**config.mk**
```make
export PLATFORM = sky130hd
export DESIGN_NAME = width_combin_gen
export DESIGN_NICKNAME = d
export VERILOG_FILES = /design/src/rtl/width_combin_gen.sv
export SDC_FILE = /design/constraint.sdc
export NUM_CORES = 1
export LEC_CHECK = 0
export BUFFER_PORTS_ARGS = -buffer_cell sky130_fd_sc_hd__buf_4
export CORE_MARGIN = 5
export CORE_UTILIZATION = 54
export CTS_CLUSTER_SIZE = 12
export DETAILED_ROUTE_END_ITERATION = 8
export PLACE_DENSITY = 0.84
export SYNTH_ARGS = -nofsm -noshare
export SYNTH_HDL_FRONTEND = slang
export SYNTH_SLANG_ARGS = --single-unit
```
**constraint.sdc**
```tcl
create_clock -name clock -period 5.5 [get_ports clock]
set_clock_uncertainty 0.15 [all_clocks]
set_input_delay 0 -clock clock [delete_from_list [all_inputs] [get_ports clock]]
set_output_delay 0 -clock clock [all_outputs]
set_load 0.1 [all_outputs]
```
**src/rtl/width_combin_gen.sv**
```systemverilog
`default_nettype none
// ============================================================================
// Module      : width_combin_gen
// Description : Narrow-to-wide packer; NSIZE beats of DSIZE bits per word,
//               selectable lane order, partial-word flush with lane count.
//               Optional rd_keep lane mask: define WIDTH_COMBIN_GEN_KEEP_EN.
// Revision    : 1.0 - initial release
// ============================================================================
module width_combin_gen #(
    parameter int DSIZE     = 8,
    parameter int NSIZE     = 4,
    parameter int MSB_FIRST = 1,
    parameter int CSIZE     = $clog2(NSIZE + 1)
) (
    input  logic                   clock,
    input  logic                   rst,
    input  logic [DSIZE-1:0]       wr_data,
    input  logic                   wr_vld,
    output logic                   wr_ready,
    input  logic                   wr_last,
    input  logic                   wr_align_last,
    output logic [DSIZE*NSIZE-1:0] rd_data,
    output logic                   rd_vld,
    input  logic                   rd_ready,
    output logic                   rd_last,
    output logic [CSIZE-1:0]       rd_count
`ifdef WIDTH_COMBIN_GEN_KEEP_EN
    ,
    output logic [NSIZE-1:0]       rd_keep
`endif
);

    localparam int c_pw = (NSIZE > 1) ? $clog2(NSIZE) : 1;
    localparam int c_w  = DSIZE * NSIZE;

    logic [c_pw-1:0] r_point;
    logic [c_w-1:0]  r_acc;
    logic [c_w-1:0]  w_merged;
    logic            w_accept;
    logic            w_complete;

    assign wr_ready   = ~rst & (~rd_vld | rd_ready);
    assign w_accept   = wr_vld & wr_ready;
    assign w_complete = w_accept &
                        ((r_point == c_pw'(NSIZE - 1)) | wr_last | wr_align_last);

    // Logical lane k maps to a physical bit slice depending on lane order.
    generate
        for (genvar k = 0; k < NSIZE; k++) begin : g_lane
            localparam int c_pos = (MSB_FIRST != 0) ? (NSIZE - 1 - k) : k;
            assign w_merged[c_pos*DSIZE +: DSIZE] =
                (r_point == c_pw'(k)) ? wr_data : r_acc[c_pos*DSIZE +: DSIZE];
        end
    endgenerate

    always_ff @(posedge clock) begin
        if (rst) begin
            r_point  <= '0;
            r_acc    <= '0;
            rd_data  <= '0;
            rd_vld   <= 1'b0;
            rd_last  <= 1'b0;
            rd_count <= '0;
        end else begin
            if (w_accept) begin
                if (w_complete) begin
                    r_point <= '0;
                    r_acc   <= '0;
                end else begin
                    r_point <= r_point + c_pw'(1);
                    r_acc   <= w_merged;
                end
            end

            // Loading wins over consuming so back-to-back words never bubble.
            if (w_complete) begin
                rd_data  <= w_merged;
                rd_vld   <= 1'b1;
                rd_last  <= wr_last;
                rd_count <= CSIZE'(r_point) + CSIZE'(1);
            end else if (rd_ready) begin
                rd_vld <= 1'b0;
            end
        end
    end

`ifdef WIDTH_COMBIN_GEN_KEEP_EN
    logic [NSIZE-1:0] w_keep;

    always_comb begin
        w_keep = '0;
        for (int i = 0; i < NSIZE; i++) begin
            if (MSB_FIRST != 0)
                w_keep[i] = ((NSIZE - 1 - i) <= int'(r_point));
            else
                w_keep[i] = (i <= int'(r_point));
        end
    end

    always_ff @(posedge clock) begin
        if (rst)
            rd_keep <= '0;
        else if (w_complete)
            rd_keep <= w_keep;
    end
`endif

endmodule
`default_nettype wire

```
==> impl_metrics.json <==
{
  "grt_overflow": 0,
  "cp-start-kind": "flip-flop",
  "design.die.area_sq_um": 7160,
  "worstSetupPathType": "reg2reg",
  "worstRegToRegCells": 5,
  "yosys_warnings": 0,
  "routed_wl_microns": 7420,
  "synth_cell_types": 26,
  "postCtsSetupRepairBufs": 0,
  "path_cells": "ha_1, nor3_4, or3_1, a32o_1, dlygate4sd3_1",
  "io_buffers": 51,
  "ctsResizeCount": 0,
  "hold_end": "rd_data[0]$_SDFFE_PP0P_",
  "outcome": "finished clean",
  "vias_per_cell": 6.04,
  "cp_slowest_cell": "or3_1",
  "layout-drive-gt1-share_pct": 24.3,
  "vias": 2548,
  "hold_depth": 5,
  "layout.nets": 363,
  "worstSkewPairLatency_ns": 0.34,
  "netlist_instances": 302,
  "synth_area_per_cell_sq_um": 9.95,
  "antenna_left": 0,
  "core_area_sq_um": 5470,
  "slowest_delay_ns": 0.83,
  "timing.rr.end": "rd_last$_SDFFE_PP0P_",
  "firstDrtPassIters": 4,
  "die_width_microns": 84.6,
  "hpwl_microns": 4340,
  "whs_ns": 0.285,
  "p_leak_nw": 1.40,
  "cts_root_buf": "clkbuf_8",
  "r2r_setup_slack_ns": 2.29,
  "fin_crit_ns": 3.21,
  "cp.required_ns": 5.58,
  "min-delay-start": "wr_align_last",
  "worstMarginPinSlew_ns": 1.28,
  "clk_pin_slew_ns": 0.07,
  "drv_slew": 0,
  "synth_area_leaders": "dfxtp_1 47%, o311ai_0 9.9%, o21ai_0 8.2%, o211ai_1 6.7%, mux2i_1 6.7%",
  "rr_startpoint": "r_point[0]$_SDFFE_PP0P_",
  "antenna_found_initial": 0,
  "rsz0062_at_grt": "no",
  "syn_area_sq_um": 3010,
  "finalHoldViolCount": 0,
  "worst-path-max-fanout": 43,
  "ir_drop_uv": 179,
  "period_share_pct": 58.4,
  "grt_use_total_pct": 20.6,
  "die_h_microns": 84.6,
  "cts_max_level": 3,
  "placed_cells": 392,
  "min-delay-path-class": "in2reg",
  "routedWlPerCell_microns": 17.6,
  "layout_commonest_cell": "dfxtp_1",
  "clock-sinks": 71,
  "n_antenna_cell": 0,
  "syn2layout_area_growth_pct": 23.1,
  "syn-num-nets": 320,
  "setup_viol": 0,
  "fmax_mhz": 311,
  "tritoncts": "yes",
  "tns_ns": 0,
  "first_iter_violations": 229,
  "start_util_pct": 54.9,
  "relSlewSlack_pct": 14.7,
  "cts_made_buffers": 9,
  "maxCapViolCount": 0,
  "grt_pass1_wl_microns": 11900,
  "critical_path_arrival_ns": 3.29,
  "fin_cells": 422,
  "seq_area_frac_synth_pct": 47.3,
  "p_per_area_nw_per_um2": 309,
  "worst_slack_ns": 2.29,
  "grt_pass1_vias": 2420,
  "synth_top_area_share_pct": 47.3,
  "grt_max_degree": 82,
  "gp_congestion": 0.748,
  "yosys.area.top_type": "dfxtp_1",
  "ctsLongestPathBuffers": 2,
  "post-route-util_pct": 67.6,
  "io_pins": 52,
  "pre_cts_slack_ns": 2.86,
  "final_cell_mix": "71 x dfxtp_1, 53 x buf_4, 49 x o21ai_0, 34 x o311ai_0, 27 x o211ai_1",
  "ys_ff_latch": 71,
  "rows": 27,
  "route.detailed.drc": 0,
  "end_kind": "flip-flop"
}
critical path, delay by kind of cell, from the launching register on:
| kind | cells | cell delay, ns |
|---|---|---|
| compound gates | 1 | 0.48 |
| fa+ha+maj | 1 | 0.57 |
| buf+inv | 1 | 0.55 |
| flops | 1 | 0.42 |
| simple gates | 2 | 0.93 |
per-stage QoR:
stage | area, sq um | total power (W)
4_1_cts | 3700 | 0.00114
2_1_floorplan | 3010 | 0.000625
3_3_place_gp | 3320 | 0.000652
5_1_grt | 3700 | 0.00118
3_5_place_dp | 3320 | 0.000654
6_report | 3700 | 0.00114
area by class of cell:
type	count	area, sq um
Multi-Input combinational cell	191	1390
Clock inverter	2	60.1
Sequential cell	71	1420
Timing Repair Buffer	67	538
Tap cell	72	90.1
Clock buffer	14	183
Fill cell	448	1770
Inverter	5	18.8
logic make-up after synthesis:
group           Yosys count  share of synthesized area (%)
buf+inv                  40                           6.79
fa+ha+maj                 4                           1.67
simple gates             28                           5.12
compound gates          127                           28.0
flops                    71                           47.3
mux                      32                           11.2
layer usage:
layer / vias up / track usage, % / part of all wire [%]
met3: 9 / 4.42 / 7.3
met1: 1216 / 27.0 / 43
met4: 0 / 8.78 / 1.5
met2: 81 / 32.5 / 48
met5: - / 0 / 0
li1: 1242 / - / -
worst max-delay path by stage:
stage | startpoint | end | slack [ns] | depth (start not counted)
2_1_floorplan | rd_vld$_SDFFE_PP0P_ | wr_ready | 2.82 | 4
3_3_place_gp | r_point[0]$_SDFFE_PP0P_ | rd_last$_SDFFE_PP0P_ | 2.94 | 4
3_5_place_dp | r_point[0]$_SDFFE_PP0P_ | rd_last$_SDFFE_PP0P_ | 2.86 | 4
4_1_cts | r_point[0]$_SDFFE_PP0P_ | rd_last$_SDFFE_PP0P_ | 2.29 | 5
5_1_grt | r_point[0]$_SDFFE_PP0P_ | rd_last$_SDFFE_PP0P_ | 2.16 | 5
6_report | r_point[0]$_SDFFE_PP0P_ | rd_last$_SDFFE_PP0P_ | 2.29 | 5
cells in the mapped netlist:
library cell / instances
inv_1: 3
nor2_1: 2
o211ai_1: 27
nor3_4: 1
inv_2: 2
a32o_1: 2
mux2i_1: 20
buf_2: 4
and3_1: 6
dfxtp_1: 71
o311ai_0: 34
buf_1: 3
clkbuf_2: 3
mux2_2: 12
nand4_1: 1
ha_1: 4
buf_6: 6
nand2_1: 12
a21oi_1: 2
nor2b_1: 2
o21ai_0: 49
nand3_2: 1
nand2b_1: 2
or3_1: 1
clkbuf_1: 19
o21ai_1: 13
flip-flops by register name, summed over array words and instances, names as in the netlist:
register  flops
r_acc        32
rd_vld        1
rd_last       1
rd_data      32
rd_count      3
r_point       2
power by group:
part	total, W	switching (W)	internal (W)
clock network	0.000491	0.000186	0.000305
registers	0.000526	0.00000429	0.000522
logic	0.000126	0.0000939	0.0000316
repair_timing:
item,CTS,global route
endpoints found under the setup margin,0,0
hold buffers,14,0
hold endpoints to repair,49,0
Note: power is estimated with default switching activity, not from simulation.
